$ cat config.mk
export PLATFORM = sky130hd
export DESIGN_NAME = axi_lite_reg_slave
export DESIGN_NICKNAME = d
export VERILOG_FILES = /design/src/rtl/axi_lite_reg_slave.sv
export SDC_FILE = /design/constraint.sdc
export NUM_CORES = 1
export LEC_CHECK = 0
export ABC_AREA = 1
export BUFFER_PORTS_ARGS = -buffer_cell sky130_fd_sc_hd__clkbuf_2
export CORE_MARGIN = 3
export CORE_UTILIZATION = 30
export DETAILED_ROUTE_END_ITERATION = 12
export PLACE_DENSITY = 0.51
export SLEW_MARGIN = 10
export SYNTH_ARGS = -nofsm -noshare
export SYNTH_HDL_FRONTEND = slang
export SYNTH_SLANG_ARGS = --single-unit
$ cat constraint.sdc
create_clock -name i_clk -period 5 [get_ports i_clk]
set_clock_uncertainty 0.2 [all_clocks]
set_input_delay 1 -clock i_clk [delete_from_list [all_inputs] [get_ports i_clk]]
set_output_delay 1 -clock i_clk [all_outputs]
set_load 0.02 [all_outputs]
$ cat src/rtl/axi_lite_reg_slave.sv
// AXI4-Lite register slave: NUM_REGS x DATA_SIZE-bit registers with byte-lane writes.
// AW and W are held independently, and the write commits once both are present.
// A read returns registered data one cycle after its address handshake.
// Build option: define AXI_LITE_SLVERR_EN to answer out-of-range accesses with SLVERR (2'b10).
// Without it they complete with OKAY.
// Out-of-range writes are always dropped, and out-of-range reads always return 0.
module axi_lite_reg_slave #(
    parameter int unsigned DATA_SIZE = 32,
    parameter int unsigned ADDR_SIZE = 32,
    parameter int unsigned NUM_REGS  = 16
) (
    input  logic                   i_clk,
    input  logic                   i_reset_n,
    input  logic                   i_awvalid,
    output logic                   o_awready,
    input  logic [ADDR_SIZE-1:0]   i_awaddr,
    input  logic                   i_wvalid,
    output logic                   o_wready,
    input  logic [DATA_SIZE-1:0]   i_wdata,
    input  logic [DATA_SIZE/8-1:0] i_wstrb,
    output logic                   o_bvalid,
    input  logic                   i_bready,
    output logic [1:0]             o_bresp,
    input  logic                   i_arvalid,
    output logic                   o_arready,
    input  logic [ADDR_SIZE-1:0]   i_araddr,
    output logic                   o_rvalid,
    input  logic                   i_rready,
    output logic [DATA_SIZE-1:0]   o_rdata,
    output logic [1:0]             o_rresp
);

    localparam int unsigned STRB_W = DATA_SIZE / 8;
    localparam int unsigned OFFSET = $clog2(STRB_W);
    localparam int unsigned IDX_W  = $clog2(NUM_REGS);
    // First byte address past the register file.
    localparam logic [ADDR_SIZE-1:0] ADDR_LIMIT = ADDR_SIZE'(NUM_REGS * STRB_W);

    localparam logic [1:0] RESP_OKAY = 2'b00;
`ifdef AXI_LITE_SLVERR_EN
    localparam logic [1:0] RESP_OOR = 2'b10;
`else
    localparam logic [1:0] RESP_OOR = 2'b00;
`endif

    logic [DATA_SIZE-1:0] r_regs [NUM_REGS];

    logic                 r_aw_held;
    logic [IDX_W-1:0]     r_aw_idx;
    logic                 r_aw_ok;
    logic                 r_w_held;
    logic [DATA_SIZE-1:0] r_w_data;
    logic [STRB_W-1:0]    r_w_strb;
    logic                 r_bvalid;
    logic [1:0]           r_bresp;

    logic                 r_rvalid;
    logic [DATA_SIZE-1:0] r_rdata;
    logic [1:0]           r_rresp;

    logic w_aw_hs;
    logic w_w_hs;
    logic w_b_hs;
    logic w_ar_hs;
    logic w_r_hs;
    logic w_ar_ok;

    // Ready outputs; all held low while reset is asserted.
    always_comb begin
        o_awready = i_reset_n && !r_aw_held && !r_bvalid;
        o_wready  = i_reset_n && !r_w_held && !r_bvalid;
        o_arready = i_reset_n && !r_rvalid;
    end

    // Handshake strobes and read-address decode.
    always_comb begin
        w_aw_hs = i_awvalid && o_awready;
        w_w_hs  = i_wvalid && o_wready;
        w_b_hs  = r_bvalid && i_bready;
        w_ar_hs = i_arvalid && o_arready;
        w_r_hs  = r_rvalid && i_rready;
        w_ar_ok = i_araddr < ADDR_LIMIT;
    end

    // Write path: capture AW/W, commit when both are held, then hold B until accepted.
    always_ff @(posedge i_clk) begin
        if (!i_reset_n) begin
            r_aw_held <= 1'b0;
            r_aw_idx  <= '0;
            r_aw_ok   <= 1'b0;
            r_w_held  <= 1'b0;
            r_w_data  <= '0;
            r_w_strb  <= '0;
            r_bvalid  <= 1'b0;
            r_bresp   <= RESP_OKAY;
            for (int i = 0; i < int'(NUM_REGS); i++) begin
                r_regs[i] <= '0;
            end
        end else begin
            if (w_aw_hs) begin
                r_aw_held <= 1'b1;
                r_aw_idx  <= i_awaddr[OFFSET +: IDX_W];
                r_aw_ok   <= i_awaddr < ADDR_LIMIT;
            end
            if (w_w_hs) begin
                r_w_held <= 1'b1;
                r_w_data <= i_wdata;
                r_w_strb <= i_wstrb;
            end
            if (r_aw_held && r_w_held) begin
                r_aw_held <= 1'b0;
                r_w_held  <= 1'b0;
                r_bvalid  <= 1'b1;
                r_bresp   <= r_aw_ok ? RESP_OKAY : RESP_OOR;
                if (r_aw_ok) begin
                    for (int b = 0; b < int'(STRB_W); b++) begin
                        if (r_w_strb[b]) begin
                            r_regs[r_aw_idx][8*b +: 8] <= r_w_data[8*b +: 8];
                        end
                    end
                end
            end else if (w_b_hs) begin
                r_bvalid <= 1'b0;
            end
        end
    end

    // Read path: register data and response on AR, then hold until R is accepted.
    always_ff @(posedge i_clk) begin
        if (!i_reset_n) begin
            r_rvalid <= 1'b0;
            r_rdata  <= '0;
            r_rresp  <= RESP_OKAY;
        end else if (w_ar_hs) begin
            r_rvalid <= 1'b1;
            if (w_ar_ok) begin
                r_rdata <= r_regs[i_araddr[OFFSET +: IDX_W]];
                r_rresp <= RESP_OKAY;
            end else begin
                r_rdata <= '0;
                r_rresp <= RESP_OOR;
            end
        end else if (w_r_hs) begin
            r_rvalid <= 1'b0;
        end
    end

    assign o_bvalid = r_bvalid;
    assign o_bresp  = r_bresp;
    assign o_rvalid = r_rvalid;
    assign o_rdata  = r_rdata;
    assign o_rresp  = r_rresp;

endmodule

==> impl_metrics.py, run 1 <==
metrics = {
    "pwr": {
        "p_sw_mw": 2.67,
        "switching_share_pct": 24.8,
        "internal_power_mw": 8.12,
        "comb_power_share_pct": 7.5,
        "irDropWorstVdd_v": 0.000288,
        "p_leak_nw": 10.7,
        "power_mw": 10.8,
        "pwr-share-seq_pct": 51.3,
        "p_per_area_nw_per_um2": 367,
        "p_clk_share_pct": 41.2,
    },
    "synthesis": {
        "synth_edf_count": 512,
        "yosysSeqAreaShare_pct": 65.5,
        "async_reset_ff_share_pct": 0,
        "synthFlopType": "edfxtp_1",
        "synth_area_um2": 25800,
        "ys_ff_latch": 589,
        "synth_cells": 2716,
        "synth.avg_cell_area_um2": 9.52,
        "yosysWarnings": 0,
        "synth_cell_types": 28,
    },
    "cells_and_area": {
        "areaGrowthSynthToFinish_pct": 13.7,
        "finalInstanceArea_um2": 29400,
        "layout-drive-gt1-share_pct": 9.70,
        "nNetsFinal": 2881,
        "final_cells": 3971,
    },
    "setup_path": {
        "crit_fanout": 144,
        "required_ps": 5290,
        "arrival_ps": 3420,
        "crit_type": "primary input to flop",
        "cp-end-kind": "flop",
        "worst_setup_path_start_kind": "primary input",
    },
    "sta": {
        "fin_tns_setup_ps": 0,
        "slew_violations": 0,
        "hold_slack_ps": 264,
        "max_freq_ghz": 0.320,
        "worstMarginPinSlew_ps": 1250,
        "setup_violations": 0,
        "rsz0062_at_grt": "false",
        "relSlewSlack_pct": 16.4,
        "period_share_pct": 62.5,
        "finalCriticalPeriod_ps": 3130,
        "hold_violations": 0,
    },
    "placement": {
        "gp_congestion": 0.782,
        "port_buffers": 139,
        "dp_cells": 3855,
        "dp_hpwl_mm": 46.3,
        "placed_cell_area_um2": 27500,
    },
    "detailed_routing": {
        "wl_per_cell_um": 19.3,
        "via_per_inst": 4.79,
        "ant_nets": 0,
        "wl_mm": 76.7,
        "vias": 19000,
        "firstDrtPassIters": 5,
        "drt-initial-drc-count": 1546,
        "drc_errors": 0,
    },
    "clock_tree": {
        "cts_tree": "done",
        "cts_resized": 0,
        "holdBufCountCts": 0,
        "cts_buffer_depth": 3,
        "cts-htree-levels": 2,
        "cts_made_buffers": 61,
        "clkSinkCount": 589,
        "clock_latency_ps": 640,
        "clock-root-buffer": "clkbuf_16",
        "clk_pin_slew_ps": 60,
        "cts_setup_buffers": 0,
    },
    "die": {
        "die_area_um2": 89700,
        "die_x_um": 300,
        "coreArea_um2": 85300,
        "rows": 107,
        "ioPinCount": 148,
        "initial_core_util_pct": 30.3,
        "dieHeight_um": 300,
    },
    "global_routing": {
        "antenna_found_initial": 1,
        "grt_max_degree": 192,
        "grt_pass1_wl_mm": 114,
        "track_usage_pct": 16.7,
        "grt_pass1_vias": 18300,
        "overflow": 0,
    },
    "outcome": {
        "status": "finished clean",
    },
    "hold_path": {
        "hold_class": "flop to flop",
    },
    "run": {
        "cap_violations": 0,
    },
}
-- final timing paths --
| path | start | end | slack (ps) | depth (start not counted) |
|---|---|---|---|---|
| max reg2reg | r_aw_idx[3] | r_regs[3][28] | 2090 | 5 |
| min | o_rdata[20] | o_rdata[20] | 260 | 2 |
| max | i_araddr[2] | o_rdata[30] | 1870 | 11 |
| min reg2reg | o_rdata[20] | o_rdata[20] | 260 | 2 |
-- cells in the mapped netlist (2+ instances only) --
| cell | instances | area, um2 |
|---|---|---|
| buf_2 | 66 | 330 |
| nor4_1 | 4 | 25.0 |
| dfxtp_1 | 77 | 1540 |
| nor2_1 | 565 | 2120 |
| nand2_1 | 707 | 2650 |
| a21oi_1 | 69 | 345 |
| inv_2 | 3 | 11.3 |
| nor2_2 | 4 | 25.0 |
| buf_4 | 5 | 37.5 |
| o21ai_0 | 44 | 220 |
| buf_6 | 3 | 33.8 |
| clkbuf_1 | 82 | 308 |
| edfxtp_1 | 512 | 15400 |
| buf_1 | 17 | 63.8 |
| nand4_1 | 2 | 12.5 |
| clkinv_1 | 32 | 120 |
| nor3_1 | 2 | 10.0 |
| inv_1 | 31 | 116 |
| nand3_1 | 482 | 2410 |
-- flip-flops by register name (all words and copies together), names as in the netlist --
name	flops
r_regs	512
o_rdata	32
r_w_data	32
r_aw_idx	4
r_w_strb	4
o_bvalid	1
o_rvalid	1
r_aw_held	1
r_aw_ok	1
r_w_held	1
-- layout make-up --
cell class              count  area [um2]
diodes                      1        2.50
clock buffers              83        1670
clock inverters            32         241
fillers                  8755       55900
inverters                  67         269
multi-input cells        1890        7910
flip-flops and latches    589       16900
well taps                1144        1430
repair buffers            165         930
-- worst max-delay path: stages --
cell and delay, ps:
clkbuf_8 440, clkinv_8 570, buf_4 550, nand2_1 130
nand2_1 60, nand2_1 70, nand3_1 130, nand3_1 120
nand2_1 100, nand2_1 70, a21oi_1 50
-- metal layers --
metal	share of wire, %	wire (um)	global-route usage, %
met5	0.017	13	0
met4	2.0	1570	4.51
met1	46	35600	23.8
met2	46	35000	26.8
met3	5.8	4450	2.38
-- power by group through the flow --
stage	sequential, mW	combinational, mW	clock (mW)
3_5_place_dp	5.64	0.812	0
6_report	5.53	0.806	4.45
5_1_grt	5.55	0.886	4.71
2_1_floorplan	5.63	0.500	0
3_3_place_gp	5.64	0.807	0
4_1_cts	5.53	0.814	4.52
-- cells in the final DEF (no fill, tap or decap), types with 19 or more instances in the layout --
| master | instances |
|---|---|
| nand3_1 | 482 |
| nor2_1 | 565 |
| clkinv_1 | 38 |
| o21ai_0 | 44 |
| clkbuf_2 | 136 |
| clkinv_2 | 19 |
| buf_4 | 26 |
| nand2_1 | 706 |
| edfxtp_1 | 512 |
| a21oi_1 | 69 |
| clkbuf_16 | 61 |
| dfxtp_1 | 77 |
| inv_1 | 30 |
-- cells by family (layout without fill, tap and decap cells) --
family | after synthesis | count (layout) | share of synthesized area, %
AO/OA/AOI/OAI | 113 | 113 | 2.19
buffers and inverters | 240 | 347 | 3.97
flip-flops | 589 | 589 | 65.5
other | 1 | 5 | 0.0145
AND/OR/NAND/NOR | 1773 | 1773 | 28.4
-- through the flow --
stage	utilization (%)	setup slack (ps)
global route	34.4	1640
detailed placement	32.2	1170
floorplan	-	2090
finish	34.4	1870
global placement	32.2	1150
CTS	34.4	1850
Power figures use the tool's default switching activity.
==> run 2: changes to the inputs <==
==> constraint.sdc (replaced) <==
create_clock -name i_clk -period 2.9 [get_ports i_clk]
set_clock_uncertainty 0.2 [all_clocks]
set_input_delay 0.58 -clock i_clk [delete_from_list [all_inputs] [get_ports i_clk]]
set_output_delay 0.58 -clock i_clk [all_outputs]
set_load 0.02 [all_outputs]
==> impl_metrics.py, run 2 (synthesized netlist as in run 1, its figures left out) <==
metrics = {
    "setup_path": {
        "worst_setup_path_start_kind": "flop",
        "critical_path_depth": 5,
        "reg2reg_to": "r_regs[8][18]",
        "r2r_slack_ps": 380,
        "cp-end-kind": "flop",
        "cp_top_family": "simple AND/OR/NAND/NOR gates",
        "reg2reg_from": "r_aw_idx[1]",
        "crit_fanout": 9,
        "r2r_cells": 5,
        "crit_top_cell": "nand2_1",
        "required_ps": 2950,
        "cp_cell_sequence": "inv_1, nand2_1, nor2_1, nand2_1, nand2_1",
        "max_stage_delay_ps": 610,
        "arrival_ps": 2570,
        "cp_num_buf_inv": 1,
        "slowest_stage": "nor2_1",
        "crit_type": "flop to flop",
    },
    "die": {
        "coreArea_um2": 85300,
        "die_x_um": 300,
        "die_area_um2": 89700,
        "dieHeight_um": 300,
        "rows": 107,
        "initial_core_util_pct": 30.3,
        "ioPinCount": 148,
    },
    "detailed_routing": {
        "firstDrtPassIters": 7,
        "via_per_inst": 4.69,
        "routed.top_layer": "met4",
        "wl_per_cell_um": 18.5,
        "vias": 19000,
        "wl_mm": 75.1,
        "wl_met1_mm": 35.1,
        "wl_met3_mm": 3.85,
        "wl_met2_mm": 34.5,
        "drc_errors": 0,
        "ant_nets": 0,
        "drt-initial-drc-count": 1675,
    },
    "pwr": {
        "internal_power_mw": 14.7,
        "irDropWorstVdd_v": 0.000351,
        "pwr-share-seq_pct": 49.5,
        "comb_power_share_pct": 7.4,
        "p_leak_nw": 11.2,
        "switching_share_pct": 23.6,
        "p_per_area_nw_per_um2": 636,
        "p_sw_mw": 4.56,
        "p_clk_share_pct": 43.1,
    },
    "sta": {
        "rsz0062_at_grt": "false",
        "worst_slack_ps": 385,
        "worstMarginPinSlew_ps": 866,
        "fin_tns_setup_ps": 0,
        "hold_violations": 0,
        "max_freq_ghz": 0.398,
        "setup_violations": 0,
        "slew_violations": 0,
        "finalCriticalPeriod_ps": 2520,
        "relSlewSlack_pct": 41.9,
        "period_share_pct": 86.7,
    },
    "global_routing": {
        "grt_pass1_wl_mm": 114,
        "grt_max_degree": 106,
        "overflow": 0,
        "grt_pass1_vias": 18500,
        "track_usage_pct": 16.6,
        "antenna_found_initial": 0,
    },
    "hold_path": {
        "holdPathStages": 4,
        "min_to": "o_bvalid",
        "hp-start": "i_bready",
        "hold_class": "primary input to flop",
    },
    "cells_and_area": {
        "largest_register": "r_regs",
        "layout_common_cells": "nand2_1 (706), nor2_1 (565), edfxtp_1 (512)",
        "finalInstanceArea_um2": 30400,
        "areaGrowthSynthToFinish_pct": 17.4,
        "nNetsFinal": 2964,
        "final_cells": 4053,
        "layout-drive-gt1-share_pct": 12.1,
        "largest_reg_flops": 512,
        "n_fill_cell": 8631,
        "final_common_cell": "nand2_1",
        "fin_util_pct": 35.6,
    },
    "clock_tree": {
        "cts_buffer_depth": 3,
        "clock-root-buffer": "clkbuf_16",
        "clock_latency_ps": 610,
        "cts_tree": "done",
        "clkSinkCount": 589,
        "cts-htree-levels": 3,
        "cts_resized": 0,
        "cts_made_buffers": 66,
        "clk_pin_slew_ps": 60,
    },
    "placement": {
        "dp_cells": 3932,
        "gp_congestion": 0.801,
        "place_ws_ps": 388,
        "placed_cell_area_um2": 28200,
        "dp_hpwl_mm": 48.1,
        "port_buffers": 139,
    },
    "run": {
        "cap_violations": 0,
    },
    "outcome": {
        "status": "finished clean",
    },
}
## run 2: cell count changes in the layout (fill, tap and decap cells not counted), sizes merged
cell / change
buf: +77
clkinv: -16
clkbuf: +13
inv: +5
bufinv: +2
dlygate4sd3: +1
## run 2: power groups by stage
stage	Sequential, mW	Clock [mW]	Combinational (mW)
floorplan	9.71	0	0.862
global placement	9.72	0	1.43
detailed placement	9.73	0	1.44
CTS	9.55	8.53	1.44
global route	9.57	8.83	1.58
finish	9.55	8.33	1.43
## run 2: cell type report
cell class                      count  area [um2]  share of cell area [%]
Clock buffer                       96        1900                    6.25
Tap cell                         1144        1430                    4.72
Multi-Input combinational cell   1890        7910                    26.1
Inverter                           67         264                   0.870
Timing Repair Buffer              243        1680                    5.54
Clock inverter                     23         246                   0.812
Antenna cell                        1        2.50                 0.00825
Sequential cell                   589       16900                    55.7
## run 2: worst max path at each step
stage | start | slack (ps) | end
after floorplan | i_reset_n | 720 | r_aw_idx[0]
after global placement | r_aw_idx[0] | 410 | r_regs[8][16]
after detailed placement | i_reset_n | 390 | r_regs[9][16]
after CTS | r_aw_idx[0] | 410 | r_regs[8][18]
after global routing | r_aw_idx[1] | 300 | r_regs[8][18]
final | r_aw_idx[1] | 380 | r_regs[8][18]
## run 2: worst register-to-register path, cell delays in order (launching register included)
cell     delay (ps)
dfxtp_1         320
inv_1            90
nand2_1         130
nor2_1          610
nand2_1         420
nand2_1         400
## run 2: timing repair
| action | in CTS | in global routing |
|---|---|---|
| hold buffers | 1 | 0 |
| endpoints found under the hold margin | 1 | 0 |
| buffers inserted | 0 | 0 |
## run 2: per-layer routing
layer / up-vias / track usage, %
li1: 9426 / -
met1: 8982 / 23.5
met2: 512 / 26.8
met3: 104 / 2.50
met4: 0 / 4.21
met5: - / 0
## run 2: metrics by stage
stage | hold slack [ps] | power (mW)
after floorplan | 255 | 10.6
after global placement | 253 | 11.2
after detailed placement | 257 | 11.2
after CTS | 9.83 | 19.5
after global routing | 37.2 | 20.0
final | 33.6 | 19.3
==> run 3: changes to the inputs <==
--- a/config.mk
+++ b/config.mk
@@ -8,9 +8,9 @@
 export ABC_AREA = 1
 export BUFFER_PORTS_ARGS = -buffer_cell sky130_fd_sc_hd__clkbuf_2
 export CORE_MARGIN = 3
-export CORE_UTILIZATION = 30
+export CORE_UTILIZATION = 55
 export DETAILED_ROUTE_END_ITERATION = 12
-export PLACE_DENSITY = 0.51
+export PLACE_DENSITY = 0.79
 export SLEW_MARGIN = 10
 export SYNTH_ARGS = -nofsm -noshare
 export SYNTH_HDL_FRONTEND = slang
==> impl_metrics.py, run 3 (synthesized netlist as in run 1, its figures left out) <==
metrics = {
    "clock_tree": {
        "holdBufCountCts": 3,
        "cts_made_buffers": 56,
        "clock_latency_ps": 610,
        "cts-htree-levels": 2,
        "clkSinkCount": 589,
        "cts_resized": 0,
        "cts_tree": "done",
        "clk_pin_slew_ps": 60,
        "clock-root-buffer": "clkbuf_16",
        "cts_setup_buffers": 0,
        "cts_buffer_depth": 3,
    },
    "pwr": {
        "p_leak_nw": 10.9,
        "power_mw": 18.1,
        "irDropWorstVdd_v": 0.000637,
        "p_per_area_nw_per_um2": 622,
    },
    "hold_path": {
        "hold_class": "primary input to flop",
        "holdPathStages": 3,
        "hp-start": "i_wstrb[1]",
        "min_to": "r_w_strb[1]",
    },
    "setup_path": {
        "reg2reg_to": "r_regs[9][28]",
        "cp-end-kind": "flop",
        "crit_type": "flop to flop",
        "cp_num_buf_inv": 2,
        "cp_top_family": "simple AND/OR/NAND/NOR gates",
        "cp_cell_sequence": "inv_1, nand2_1, nor2_1, buf_4, nand2_1, nand2_1",
        "crit_fanout": 9,
        "slowest_stage": "nor2_1",
        "arrival_ps": 2450,
        "crit_top_cell": "nand2_1",
        "max_stage_delay_ps": 480,
        "reg2reg_from": "r_aw_idx[2]",
        "required_ps": 2980,
        "worst_setup_path_start_kind": "flop",
        "r2r_slack_ps": 530,
        "r2r_cells": 6,
    },
    "cells_and_area": {
        "largest_reg_flops": 512,
        "largest_register": "r_regs",
        "layout-drive-gt1-share_pct": 10.8,
        "nNetsFinal": 2927,
        "layout_common_cells": "nand2_1 (706), nor2_1 (565), edfxtp_1 (512)",
        "final_common_cell": "nand2_1",
        "antenna_cells": 0,
        "areaGrowthSynthToFinish_pct": 12.5,
    },
    "sta": {
        "fin_tns_setup_ps": 0,
        "rsz0062_at_grt": "false",
        "worstMarginPinSlew_ps": 807,
        "relSlewSlack_pct": 45.9,
        "hold_violations": 0,
        "setup_violations": 0,
        "hold_slack_ps": 53.0,
        "period_share_pct": 81.9,
        "max_freq_ghz": 0.421,
        "slew_violations": 0,
        "finalCriticalPeriod_ps": 2370,
    },
    "detailed_routing": {
        "wl_mm": 67.9,
        "wl_per_cell_um": 19.6,
        "drt-initial-drc-count": 2569,
        "firstDrtPassIters": 6,
        "via_per_inst": 5.86,
        "ant_nets": 0,
        "vias": 20300,
        "drc_errors": 0,
    },
    "placement": {
        "dp_hpwl_mm": 43.8,
        "gp_congestion": 0.866,
        "port_buffers": 139,
    },
    "global_routing": {
        "antenna_found_initial": 1,
        "grt_pass1_vias": 19300,
        "grt_pass1_wl_mm": 105,
        "grt_max_degree": 99,
        "overflow": 0,
        "track_usage_pct": 27.0,
    },
    "run": {
        "cap_violations": 0,
    },
    "die": {
        "initial_core_util_pct": 56.3,
        "dieHeight_um": 223,
        "die_area_um2": 49600,
        "rows": 78,
        "die_x_um": 223,
        "ioPinCount": 148,
        "coreArea_um2": 45900,
    },
    "outcome": {
        "status": "finished clean",
    },
}
run 3: cell count changes in the layout (fill, tap and decap cells not counted), moves of 2 or more:
cell	before	now
buf_12	15	12
buf_4	90	64
clkbuf_1	18	22
clkbuf_16	67	57
clkbuf_8	12	8
clkinv_1	38	34
clkinv_2	5	9
clkinvlp_4	2	0
dlygate4sd3_1	1	3
inv_6	5	2
run 3: layout make-up:
type                    count  area, um2
clock buffers              87       1620
clock inverters            16        160
fillers                  3606      16800
inverters                  67        262
multi-input cells        1890       7910
flip-flops and latches    589      16900
well taps                 600        751
repair buffers            216       1440
run 3: worst max path at each step:
stage	from	end	cells past startpoint
final	r_aw_idx[2]	r_regs[9][28]	6
after global routing	r_aw_idx[1]	r_regs[9][28]	6
after CTS	r_aw_idx[2]	r_regs[9][28]	6
after detailed placement	i_reset_n	r_regs[8][21]	6
after global placement	i_reset_n	r_regs[0][14]	6
after floorplan	i_reset_n	r_aw_idx[0]	6
run 3: metal layers:
layer	wire [um]	part of all wire, %	vias to the layer above	track usage (%)
met2	32100	47	1203	43.4
li1	-	-	9342	-
met5	13	0.019	-	0
met1	25600	38	9586	37.2
met4	2620	3.9	2	11.0
met3	7620	11	189	4.20
run 3: where the power goes:
part           total (mW)  internal [mW]  switching (mW)  leakage, nW
Clock                7.14           4.09            3.05        0.875
Sequential           9.56           9.47          0.0913         5.91
Combinational        1.39          0.345            1.05         4.08
Total                18.1           13.9            4.18         10.9
run 3: worst register-to-register path: stages (launching register included):
cell and delay [ps]:
dfxtp_1 330, inv_1 100, nand2_1 130, nor2_1 480, buf_4 260, nand2_1 210, nand2_1 340
run 3: stage by stage:
stage / util, % / std cells / setup slack [ps] / area (um2)
3_3_place_gp: 59.4 / 3359 / 486 / 27300
6_report: 63.4 / 3465 / 526 / 29100
2_1_floorplan: - / 2719 / 721 / 25900
5_1_grt: 63.4 / 3465 / 388 / 29100
3_5_place_dp: 59.4 / 3359 / 459 / 27300
4_1_cts: 63.4 / 3465 / 551 / 29100
